File: src/rtl/merge_pkg.sv
// Shared constants and width helpers for the N-way merge arbiter.
package merge_pkg;

  localparam int MODE_FIXED = 0;
  localparam int MODE_RR    = 1;

  // Source-index width: at least one bit even for a 2-way merge.
  function automatic int sel_width(input int n);
    return (n <= 2) ? 1 : $clog2(n);
  endfunction

  // Occupancy counter must represent DEPTH itself, hence the extra bit.
  function automatic int cnt_width(input int depth);
    return $clog2(depth) + 1;
  endfunction

endpackage

File: src/rtl/arb_rr_n.sv
// N-way request arbiter: fixed priority or round-robin with a registered pointer.
module arb_rr_n
  import merge_pkg::*;
#(
  parameter  int N_IN  = 4,
  parameter  int MODE  = MODE_RR,
  localparam int SEL_W = sel_width(N_IN)
) (
  input  logic             CLK,
  input  logic             MR_N,
  input  logic [N_IN-1:0]  i_req,
  input  logic             i_xfer,
  output logic [N_IN-1:0]  o_grant,
  output logic [SEL_W-1:0] o_grant_idx
);

  logic [SEL_W-1:0] r_ptr;
  logic [SEL_W-1:0] w_idx_k;
  logic             w_found;

  // Search starts at r_ptr and wraps; in fixed mode r_ptr never leaves 0.
  always_comb begin
    o_grant     = '0;
    o_grant_idx = '0;
    w_found     = 1'b0;
    w_idx_k     = '0;
    for (int k = 0; k < N_IN; k++) begin
      w_idx_k = SEL_W'((int'(r_ptr) + k) % N_IN);
      if (!w_found && i_req[w_idx_k]) begin
        w_found          = 1'b1;
        o_grant[w_idx_k] = 1'b1;
        o_grant_idx      = w_idx_k;
      end
    end
  end

  always_ff @(posedge CLK) begin
    if (!MR_N) begin
      r_ptr <= '0;
    end else if (MODE == MODE_RR && i_xfer) begin
      r_ptr <= SEL_W'((int'(o_grant_idx) + 1) % N_IN);
    end
  end

endmodule

File: src/rtl/merge_arb_n.sv
// Merges N_IN valid/ack channels into one FIFO-buffered output stream,
// tagging each item with its source channel index.
module merge_arb_n
  import merge_pkg::*;
#(
  parameter  int N_IN  = 4,
  parameter  int DW    = 8,
  parameter  int DEPTH = 4,
  parameter  int MODE  = MODE_RR,
  localparam int SEL_W = sel_width(N_IN),
  localparam int CW    = cnt_width(DEPTH),
  localparam int AW    = $clog2(DEPTH)
) (
  input  logic               CLK,
  input  logic               MR_N,
  input  logic [N_IN-1:0]    Send_in,
  input  logic [N_IN*DW-1:0] Data_in,
  output logic [N_IN-1:0]    Ack_out,
  output logic               Send_out,
  output logic [DW-1:0]      Data_out,
  output logic [SEL_W-1:0]   Sel_out,
  input  logic               Ack_in,
  output logic [CW-1:0]      Count
);

  logic [DW-1:0]    r_mem_data [DEPTH];
  logic [SEL_W-1:0] r_mem_sel  [DEPTH];
  logic [AW-1:0]    r_wr_ptr;
  logic [AW-1:0]    r_rd_ptr;
  logic [CW-1:0]    r_count;

  logic [N_IN-1:0]  w_grant;
  logic [SEL_W-1:0] w_grant_idx;
  logic [DW-1:0]    w_ch_data [N_IN];
  logic             w_full;
  logic             w_push;
  logic             w_pop;

  genvar gi;
  generate
    for (gi = 0; gi < N_IN; gi++) begin : g_slice
      assign w_ch_data[gi] = Data_in[gi*DW +: DW];
    end
  endgenerate

  arb_rr_n #(
    .N_IN (N_IN),
    .MODE (MODE)
  ) u_arb (
    .CLK         (CLK),
    .MR_N        (MR_N),
    .i_req       (Send_in),
    .i_xfer      (w_push),
    .o_grant     (w_grant),
    .o_grant_idx (w_grant_idx)
  );

  // Full blocks acceptance outright, even if the head is popped this cycle.
  assign w_full  = (r_count == CW'(DEPTH));
  assign Ack_out = w_grant & {N_IN{~w_full & MR_N}};
  assign w_push  = |(Send_in & Ack_out);
  assign w_pop   = (r_count != '0) & Ack_in;

  always_ff @(posedge CLK) begin
    if (w_push) begin
      r_mem_data[r_wr_ptr] <= w_ch_data[w_grant_idx];
      r_mem_sel[r_wr_ptr]  <= w_grant_idx;
    end
  end

  always_ff @(posedge CLK) begin
    if (!MR_N) begin
      r_wr_ptr <= '0;
      r_rd_ptr <= '0;
      r_count  <= '0;
    end else begin
      if (w_push) r_wr_ptr <= r_wr_ptr + 1'b1;
      if (w_pop)  r_rd_ptr <= r_rd_ptr + 1'b1;
      case ({w_push, w_pop})
        2'b10:   r_count <= r_count + 1'b1;
        2'b01:   r_count <= r_count - 1'b1;
        default: r_count <= r_count;
      endcase
    end
  end

  // Head is forced to zero when empty so reset leaves clean outputs.
  assign Count    = r_count;
  assign Send_out = (r_count != '0);
  assign Data_out = Send_out ? r_mem_data[r_rd_ptr] : '0;
  assign Sel_out  = Send_out ? r_mem_sel[r_rd_ptr]  : '0;

endmodule
File: config.mk
export PLATFORM = sky130hd
export DESIGN_NAME = merge_arb_n
export DESIGN_NICKNAME = d
export VERILOG_FILES = /design/src/rtl/merge_pkg.sv /design/src/rtl/arb_rr_n.sv /design/src/rtl/merge_arb_n.sv
export SDC_FILE = /design/constraint.sdc
export NUM_CORES = 1
export LEC_CHECK = 0
export CORE_UTILIZATION = 30
export DETAILED_ROUTE_END_ITERATION = 6
export GPL_TIMING_DRIVEN = 0
export SKIP_CTS_REPAIR_TIMING = 1
export SYNTH_ARGS = -nofsm -noshare
export SYNTH_HDL_FRONTEND = slang
export SYNTH_HIERARCHICAL = 1
export SYNTH_SLANG_ARGS = --single-unit
File: constraint.sdc
create_clock -name CLK -period 7.2 [get_ports CLK]
set_clock_uncertainty 0.05 [all_clocks]
set_input_delay 0.72 -clock CLK [delete_from_list [all_inputs] [get_ports CLK]]
set_output_delay 0.72 -clock CLK [all_outputs]
set_load 0.05 [all_outputs]
==> flow_summary.rst, run 1 <==
.. list-table::
   :header-rows: 1

   * - Metric
     - Value
   * - Sequential Area
     - 1420 um^2
   * - Clock sinks
     - 51
   * - Final ANT Viol Nets
     - 0
   * - X dimension of the die
     - 97.0 um
   * - Hold crit path type
     - reg2reg
   * - Outcome
     - completed
   * - Element type at the critical path start
     - input port
   * - First-pass GRT wire length
     - just over 8000 um
   * - Cells after synthesis
     - 180
   * - Total power
     - 1.44 mW
   * - Worst slew margin relative to its limit
     - 57.0%
   * - CP most frequent cell
     - sky130_fd_sc_hd__clkdlybuf4s50_1
   * - Pin count of the biggest net entering global routing
     - 17
   * - Yosys Warn Count
     - 6
   * - Worst setup slack after placement
     - 2.84 ns
   * - Worst vdd ir
     - 0.129 mV
   * - Multi-input gate area
     - around 1200 um^2
   * - Total track usage
     - between 10 and 15%
   * - Detailed-route wire length per cell
     - roughly 14 um
   * - Netlist area before placement
     - between 2000 and 3000 um^2
   * - Filler Cell Count
     - 799
   * - Initial antenna violation count
     - 0
   * - Area inside the core boundary
     - 8720 um^2
   * - Slew at the pin with the worst max-slew slack
     - about 0.64 ns
   * - Worst reg2reg endpoint
     - Count[2]$_SDFFE_PN0P_
   * - Post-detail-place hpwl
     - 3820 um
   * - Area share of the largest cell type after synthesis
     - 44.4%
   * - I/O Pins
     - 57
   * - CP cell instances
     - clkdlybuf4s50_1 > mux4_2 > nor2b_1 > nor3b_2 > a22oi_1 > o21ai_1 > and3_2 > clkdlybuf4s50_1
   * - Number of pins with negative max-slew slack in the final report
     - 0
   * - Clock transition at path regs
     - 0.08 ns
   * - Cell area power density
     - 411 nW/um^2
   * - Clock latency on the worst-skew pair
     - 0.30 ns
   * - Final cycle utilization of the critical path
     - 59.5%
   * - CTS tree
     - done
   * - Die outline height
     - 97.0 um
   * - Worst endpoint data arrival time
     - 3.51 ns
   * - Max Clock Freq
     - 234 MHz
   * - Post-route DRC
     - 0
   * - Static leakage
     - 1.18 nW
   * - Cell total after placement
     - 344
   * - CP max-delay cell
     - sky130_fd_sc_hd__clkdlybuf4s50_1
   * - Quantity of I/O buffers inserted on ports
     - between 50 and 60
   * - Post-Syn Nets
     - 231
   * - Number of buffers inserted during clock tree synthesis
     - 5
   * - Final Non-Filler Cells
     - 352
   * - Starting DRT DRC Count
     - 50
   * - End point of the critical path
     - Ack_out[1]
   * - Die outline area
     - 9400 um^2
   * - Vias in the first global route
     - approximately 1.7k
   * - RSZ-0062 raised after global routing
     - false
   * - CP Max Fanout
     - 7
   * - Routed vias
     - 1719
   * - Cell accounting for the most synthesized area
     - sky130_fd_sc_hd__edfxtp_1
   * - Final hold violation count
     - 0
   * - Root buffer cell
     - sky130_fd_sc_hd__clkbuf_8
   * - Fraction of final layout cells with drive strength greater than 1
     - 20.5%
   * - Leading cell types in the layout, fill and taps excluded
     - 56 x sky130_fd_sc_hd__clkdlybuf4s50_1, 40 x sky130_fd_sc_hd__edfxtp_1, 22 x sky130_fd_sc_hd__mux4_2
   * - Total wire length after detailed routing
     - 5060 um
   * - Number of cells traversed by the worst register-to-register path
     - 16
   * - Commonest non-fill, non-tap cell in the layout
     - sky130_fd_sc_hd__clkdlybuf4s50_1
   * - Number of register bits inferred by synthesis
     - 51
   * - Category of the most critical setup path
     - in2out
   * - Count of standard-cell rows
     - 34
   * - Average instance area after synthesis
     - about 15 um^2
   * - Shortest clock period the worst path allows after layout
     - 4.28 ns
   * - Final worst setup slack
     - between 2 and 3 ns
   * - Register-to-register setup slack
     - approximately 3.2 ns
   * - Count of final setup violators
     - 0
   * - FFs w/ async S/R, synth
     - 0%
   * - Starting density of the core
     - a little under a third
   * - Number of H-tree levels
     - 2
   * - R2r startpoint
     - u_arb/r_ptr[0]$_SDFFE_PN0P_
   * - NumNets Final
     - between 200 and 300
   * - Area Growth Syn to Fin
     - 29.9%
   * - Ratio of routed vias to standard cells
     - 4.88
   * - Post-synth EDFFs
     - 40
   * - Kind of end point of the critical path
     - output pin
   * - Post-route setup TNS
     - 0 ns
   * - Largest cells by area after synthesis
     - sky130_fd_sc_hd__edfxtp_1 44%, sky130_fd_sc_hd__mux4_2 18%, sky130_fd_sc_hd__dfxtp_1 8.1%
   * - Share of the yosys chip area belonging to registers
     - between 50 and 60%
   * - DR pass1 iterations
     - 4
   * - Maximum root-to-sink buffer count
     - 2
   * - Synth unique cells
     - 44
   * - Origin of the worst setup path
     - Send_in[1]
   * - Max cap viols
     - 0
   * - Antenna diodes
     - 0
   * - Final weighted congestion of routability-driven global placement
     - 0.753
   * - Total congestion overflow
     - 0
   * - Crit path largest cell delay
     - 0.79 ns
   * - Post-synth top flop
     - sky130_fd_sc_hd__edfxtp_1
   * - Critical path data required time
     - ~6.4 ns
## where the power goes
| group | internal [mW] | leakage [nW] | switching, mW |
|---|---|---|---|
| logic | 0.330 | 0.670 | 0.462 |
| clock network | 0.103 | 0.0581 | 0.0902 |
| registers | 0.423 | 0.453 | 0.0341 |
| total | 0.856 | 1.18 | 0.587 |
## cells in the mapped netlist, types with 2 or more instances
cell type	count
sky130_fd_sc_hd__edfxtp_1	40
sky130_fd_sc_hd__mux4_2	22
sky130_fd_sc_hd__dfxtp_1	11
sky130_fd_sc_hd__ha_1	11
sky130_fd_sc_hd__nor2b_1	11
sky130_fd_sc_hd__inv_1	10
sky130_fd_sc_hd__nor2_1	9
sky130_fd_sc_hd__a22oi_1	8
sky130_fd_sc_hd__o21ai_1	5
sky130_fd_sc_hd__a21oi_1	4
sky130_fd_sc_hd__and3_2	4
sky130_fd_sc_hd__xor2_1	4
sky130_fd_sc_hd__and2_1	3
sky130_fd_sc_hd__buf_2	3
sky130_fd_sc_hd__nand2_1	3
sky130_fd_sc_hd__clkbuf_1	2
sky130_fd_sc_hd__mux2i_1	2
sky130_fd_sc_hd__o21ai_2	2
## worst max-delay path, delay by kind of cell
family	cells	cell delay, ns
buffers and inverters	2	1.31
and+or+nand+nor	3	0.72
muxes	1	0.53
AOI/OAI and AO/OA	2	0.23
## cell type report
| cell class | instances | share of cell area (%) |
|---|---|---|
| repair buffers | 56 | 16.0 |
| multi-input cells | 111 | 34.2 |
| clock buffers | 5 | 1.96 |
| plain buffers | 7 | 1.07 |
| well taps | 108 | 3.85 |
| flip-flops and latches | 51 | 40.5 |
| clock inverters | 3 | 1.25 |
| inverters | 11 | 1.32 |
## worst min-delay path by stage
stage	start	slack, ns	depth (start not counted)	to
finish	r_wr_ptr[0]$_SDFFE_PN0P_	0.48	1	r_wr_ptr[0]$_SDFFE_PN0P_
detailed placement	r_wr_ptr[0]$_SDFFE_PN0P_	0.46	1	r_wr_ptr[0]$_SDFFE_PN0P_
CTS	r_wr_ptr[0]$_SDFFE_PN0P_	0.48	1	r_wr_ptr[0]$_SDFFE_PN0P_
floorplan	r_wr_ptr[0]$_SDFFE_PN0P_	0.42	1	r_wr_ptr[0]$_SDFFE_PN0P_
global placement	r_wr_ptr[0]$_SDFFE_PN0P_	0.44	1	r_wr_ptr[0]$_SDFFE_PN0P_
global route	r_wr_ptr[0]$_SDFFE_PN0P_	0.52	1	r_wr_ptr[0]$_SDFFE_PN0P_
## per-layer routing
layer  share of wire [%]  up-vias  GRT usage (%)  wire length, um
met5                   0        -              0                0
met4                 1.0        0           3.10               53
met3                 2.5        5           1.95              128
met2                  53       29           19.9             2680
met1                  43      858           13.7             2200
li1                    -      827              -                -
## metrics by stage
step | hold WS (ns) | cell area [um^2] | util, %
5_1_grt | 0.522 | 3510 | 40.3
3_3_place_gp | 0.444 | 3400 | 39.0
6_report | 0.480 | 3510 | 40.3
4_1_cts | 0.482 | 3510 | 40.3
3_5_place_dp | 0.460 | 3400 | 39.0
2_1_floorplan | 0.419 | 2710 | -
## sequential cells by signal, indices dropped and copies added (netlist names), named ones only
register and cells:
r_mem_data 32, r_mem_sel 8, Count 3, r_rd_ptr 2, r_wr_ptr 2, u_arb/r_ptr 2
## cells by family after synthesis
group	after synthesis	synth area share, %
AO/OA/AOI/OAI	30	8.70
adder cells (fa/ha/maj)	12	5.83
buffers and inverters	18	3.10
XOR/XNOR	4	1.29
AND/OR/NAND/NOR	40	9.07
multiplexers	25	19.5
flip-flops	51	52.5
Note: power is estimated with default switching activity, not from simulation.
==> run 2: changes to the inputs <==
- clock period: 7.2 -> 4.36 ns (I/O delays scaled with it)
==> results of run 2 <==
The final DEF is identical to that of run 1. Status: completed.
Main changes from that run: setup slack after placement 2.84 ns -> 0.288 ns; clock-pin slew on the worst setup and hold paths 0.08 ns -> 0.09 ns; setup slack after layout 2.92 ns -> 0.404 ns; start point of the critical path Send_in[1] -> u_arb/r_ptr[0]$_SDFFE_PN0P_; end point of the critical path Ack_out[1] -> Count[2]$_SDFFE_PN0P_; register-to-register setup slack 3.24 ns -> 0.40 ns; total power 1.44 mW -> 2.38 mW; worst IR drop on VDD 0.129 mV -> 0.213 mV
==> run 3: changes to the inputs <==
- CELL_PAD_IN_SITES_DETAIL_PLACEMENT: unset -> 0
- CELL_PAD_IN_SITES_GLOBAL_PLACEMENT: unset -> 2
- PLACE_DENSITY_LB_ADDON: unset -> 0.1
- SKIP_CTS_REPAIR_TIMING: 1 -> unset
==> run 3 against run 2 <==
  * Sequential power about the same
  * Flip-flop and latch count unchanged
  * Largest power group unchanged
  * Sequential share of layout area increased by 0.058 points
  * Critical path depth decreased by 1
  * Non-clock buffer count unchanged
==> flow_summary.rst, run 3 (synthesis results as in run 1) <==
.. list-table::
   :header-rows: 1

   * - Metric
     - Value
   * - NumNets Final
     - around 300
   * - Cell total after placement
     - ~340
   * - Proportion of total power due to net switching
     - 41.2%
   * - Total power
     - 2.40 mW
   * - Worst vdd ir
     - 0.247 mV
   * - Internal power consumption
     - 1.41 mW
   * - Setup Buffers After CTS
     - 0
   * - Post-detail-place hpwl
     - 3920 um
   * - Minimum hold slack
     - 0.475 ns
   * - Commonest non-fill, non-tap cell in the layout
     - sky130_fd_sc_hd__clkdlybuf4s50_1
   * - Die outline height
     - 97.0 um
   * - RSZ-0062 raised after global routing
     - false
   * - Ratio of routed vias to standard cells
     - around 5.0
   * - Max cap viols
     - 0
   * - Area Growth Syn to Fin
     - 29.7%
   * - Register-to-register setup slack
     - around 0.34 ns
   * - Finished Cell Area
     - 3510 um^2
   * - CP Max Fanout
     - 8
   * - Clock sinks
     - 51
   * - Cell area power density
     - 684 nW/um^2
   * - Leading cell types in the layout, fill and taps excluded
     - 56 x sky130_fd_sc_hd__clkdlybuf4s50_1, 40 x sky130_fd_sc_hd__edfxtp_1, 22 x sky130_fd_sc_hd__mux4_2
   * - Final hold violation count
     - 0
   * - Root buffer cell
     - sky130_fd_sc_hd__clkbuf_8
   * - Number of hold-repair buffers added at the cts stage
     - 0
   * - Total track usage
     - roughly an eighth
   * - Final worst setup slack
     - 0.336 ns
   * - Filler Cell Count
     - 821
   * - Switching power of the nets
     - ~1 mW
   * - Number of buffers inserted during clock tree synthesis
     - 5
   * - Detailed-route wire length per cell
     - between 15 and 20 um
   * - Clock transition at path regs
     - 0.09 ns
   * - Starting density of the core
     - 31.0%
   * - I/O Pins
     - 57
   * - Max Clock Freq
     - 249 MHz
   * - Vias in the first global route
     - 1742
   * - Category of the most critical setup path
     - reg2reg
   * - Worst slew margin relative to its limit
     - 55.9%
   * - Antenna diodes
     - 0
   * - Power share of the sequential group
     - 31.5%
   * - Element type at the critical path start
     - flop
   * - Count of final setup violators
     - 0
   * - Clock latency on the worst-skew pair
     - 0.29 ns
   * - Placed Instance Area
     - 3400 um^2
   * - First-pass GRT wire length
     - between 9000 and 10000 um
   * - Total wire length after detailed routing
     - about 5500 um
   * - Worst endpoint data arrival time
     - 4.21 ns
   * - X dimension of the die
     - 97.0 um
   * - Die outline area
     - 9400 um^2
   * - Count of standard-cell rows
     - 34
   * - Flip-flop count of the largest register, all copies and words added
     - 32
   * - Fraction of final layout cells with drive strength greater than 1
     - 20.1%
   * - Shortest clock period the worst path allows after layout
     - 4.02 ns
   * - Kind of end point of the critical path
     - flop
   * - Clk pwr share
     - 13.0%
   * - CTS tree
     - done
   * - Number of pins with negative max-slew slack in the final report
     - 0
   * - Static leakage
     - 1.18 nW
   * - Pin count of the biggest net entering global routing
     - 16
   * - Area inside the core boundary
     - 8720 um^2
   * - Power share of the combinational group
     - 55.5%
   * - Largest Register
     - r_mem_data
   * - Routed vias
     - 1753
   * - Worst setup slack after placement
     - between 0.2 and 0.25 ns
   * - Maximum root-to-sink buffer count
     - 2
   * - Post-route setup TNS
     - 0 ns
   * - Initial antenna violation count
     - 0
   * - Final Non-Filler Cells
     - 352
   * - Final weighted congestion of routability-driven global placement
     - 0.671
   * - Core utilization of the finished layout
     - 40.2%
   * - Final cycle utilization of the critical path
     - 92.3%
   * - Critical path data required time
     - 4.54 ns
   * - Quantity of I/O buffers inserted on ports
     - 56
   * - Slew at the pin with the worst max-slew slack
     - about 0.66 ns
   * - Total congestion overflow
     - 0
   * - Final ANT Viol Nets
     - 0
   * - Starting DRT DRC Count
     - 38
   * - Hold crit path type
     - reg2reg
   * - Outcome
     - completed
   * - DR pass1 iterations
     - 4
   * - Post-route DRC
     - 0
   * - Number of H-tree levels
     - 2
   * - Cts repair resizes
     - 0
## run 3: layout make-up
| cell class | count | area [um^2] | share of cell area, % |
|---|---|---|---|
| multi-input cells | 111 | 1200 | 34.2 |
| clock inverters | 3 | 38.8 | 1.11 |
| flip-flops and latches | 51 | 1420 | 40.5 |
| plain buffers | 7 | 37.5 | 1.07 |
| clock buffers | 5 | 68.8 | 1.96 |
| inverters | 11 | 46.3 | 1.32 |
| well taps | 108 | 135 | 3.85 |
| repair buffers | 56 | 561 | 16.0 |
## run 3: power groups by stage
stage / Clock [mW] / Sequential, mW / Combinational [mW]
after detailed placement: 0 / 0.770 / 1.35
after global routing: 0.342 / 0.770 / 1.44
final: 0.313 / 0.756 / 1.33
after CTS: 0.322 / 0.759 / 1.36
after floorplan: 0 / 0.785 / 0.944
after global placement: 0 / 0.769 / 1.35
## run 3: worst max-delay path: stages (launching register included)
cell and delay, ns:
sky130_fd_sc_hd__dfxtp_1 0.54, sky130_fd_sc_hd__inv_1 0.15, sky130_fd_sc_hd__ha_1 0.38, sky130_fd_sc_hd__mux4_2 0.30, sky130_fd_sc_hd__nor2b_1 0.16, sky130_fd_sc_hd__nor3b_2 0.18
sky130_fd_sc_hd__a22oi_1 0.14, sky130_fd_sc_hd__o21ai_1 0.13, sky130_fd_sc_hd__a22o_1 0.28, sky130_fd_sc_hd__o211ai_4 0.29, sky130_fd_sc_hd__ha_1 0.23, sky130_fd_sc_hd__inv_1 0.06
sky130_fd_sc_hd__fa_1 0.37, sky130_fd_sc_hd__xor2_1 0.16, sky130_fd_sc_hd__or3_2 0.41, sky130_fd_sc_hd__a21oi_1 0.14
## run 3: final timing paths
| path | end | startpoint | cells past startpoint |
|---|---|---|---|
| hold / removal | r_wr_ptr[0]$_SDFFE_PN0P_ | r_wr_ptr[0]$_SDFFE_PN0P_ | 1 |
| setup reg to reg | Count[2]$_SDFFE_PN0P_ | u_arb/r_ptr[1]$_SDFFE_PN0P_ | 15 |
| hold reg to reg | r_wr_ptr[0]$_SDFFE_PN0P_ | r_wr_ptr[0]$_SDFFE_PN0P_ | 1 |
| setup / recovery | Count[2]$_SDFFE_PN0P_ | u_arb/r_ptr[1]$_SDFFE_PN0P_ | 15 |
## run 3: metal layers
metal  vias up  track usage (%)  wire length (um)
li1        826                -                 -
met1       884             17.0              2620
met2        37             19.4              2590
met3         6             3.18               215
met4         0             3.79                62
met5         -                0                 0
==> patch, RTL diff (config.mk and constraints of run 3) <==
The parameter `DEPTH` goes from 4 to 8.
--- a/src/rtl/merge_arb_n.sv
+++ b/src/rtl/merge_arb_n.sv
@@ -5,7 +5,7 @@
 #(
   parameter  int N_IN  = 4,
   parameter  int DW    = 8,
-  parameter  int DEPTH = 4,
+  parameter  int DEPTH = 8,
   parameter  int MODE  = MODE_RR,
   localparam int SEL_W = sel_width(N_IN),
   localparam int CW    = cnt_width(DEPTH),
Interface: changed (resized Count); port bits go from 57 to 58. The function was not compared with the original's and may differ.
==> patch against run 3 <==
Setup slack improved by 140 ps; total power rose by 68%; routed wire length rose by 73%; first-iteration DRC count rose to 4.0 times the old value; sequential cell count rose by 44; cell area rose by 62%; final cell count rose by 51%; synthesized area rose by 64%; largest power group unchanged.
==> patch: results (changes against run 3) <==
Logic synthesis
  • Post-synth EDFFs: 80 (+100%)
  • Most instantiated cells after synthesis: edfxtp_1, mux4_2, nor2_1
  • Synth top area cells: edfxtp_1, mux4_2, dfxtp_1
  • Sequential share of the synthesized area: 60.90% (+8.4 points)

Place
  • Hpwl dp: 6747 um (+72%)
  • # placed instances: 516 (+50%)
  • Routability cong.: 0.7330 (+9.2%)

Final layout
  • Layout cells sized above 1: 24.14% (+4.1 points)
  • Nets: 393 (+34%)
  • Max reg flops: 64 (+100%)
  • Fill cells: 1347 (+64%)
  • Post-route cell area: 5678 um^2 (+62%)

Detailed routing
  • Initial drt markers: 151 (+300%)
  • Final wirelength: 9487 um (+73%)

Clock tree
  • Clk_lat worst skew: 330 ps (+40 ps)
  • Clk root buf: clkbuf_16
  • Clock-pin slew on the worst setup and hold paths: 60 ps (-30 ps)

Pwr
  • Clk network pwr share: 20.7% (+7.7 points)
  • Pwr Total: 4.032 mW (+68%)
  • Leakage power: 1.840 nW (+56%)
  • Total sequential power: 1.31 mW (+73%)
  • Max VDD drop: 225.4 uV (-8.8%)
  • Net Sw Power: 1.532 mW (+55%)

Hold path
  • Hold path start: r_rd_ptr[2]$_SDFFE_PN0N_

Status
  • Status: finished clean

Timing
  • WHS: 470.1 ps (-5.000 ps)
  • Least-Margin Pin Slew: 856.4 ps (+194.4 ps)
  • Fin crit period: 3886 ps (-137.7 ps)

Global route
  • Total GRT Usage: 13.37% (+0.92 points)
  • Largest net degree at the start of global routing: 17 (+1)
  • First-pass GRT wire length: 14390 um (+60%)

Worst setup path
  • Critical Path AT: 4100 ps (-110 ps)
  • RR Startpoint: u_arb/r_ptr[0]$_SDFFE_PN0P_
  • Slowest stage delay, CP: 430 ps (-110 ps)
## patch: cell count changes after synthesis, moves of 8 or more
cell / delta
edfxtp_1: +40
inv_1: -8
mux2i_1: +13
mux4_2: +10
nand2_1: +8
nor2_1: +13
nor2b_1: -10
## patch: cell type report
cell class                      count  area share (%)
Sequential cell                    95           47.60
Timing Repair Buffer               64           11.44
Buffer                             13           1.432
Clock inverter                      6           1.587
Inverter                            5          0.3746
Clock buffer                       10           4.033
Tap cell                          184           4.055
Multi-Input combinational cell    155           29.48
## patch: metal layers
| metal | global-route usage (%) | up-vias | share of wire (%) |
|---|---|---|---|
| li1 | - | 1213 | - |
| met5 | 0 | - | 0 |
| met3 | 3.526 | 2 | 4.0 |
| met4 | 4.292 | 0 | 0.36 |
| met2 | 21.63 | 43 | 51 |
| met1 | 17.42 | 1291 | 45 |
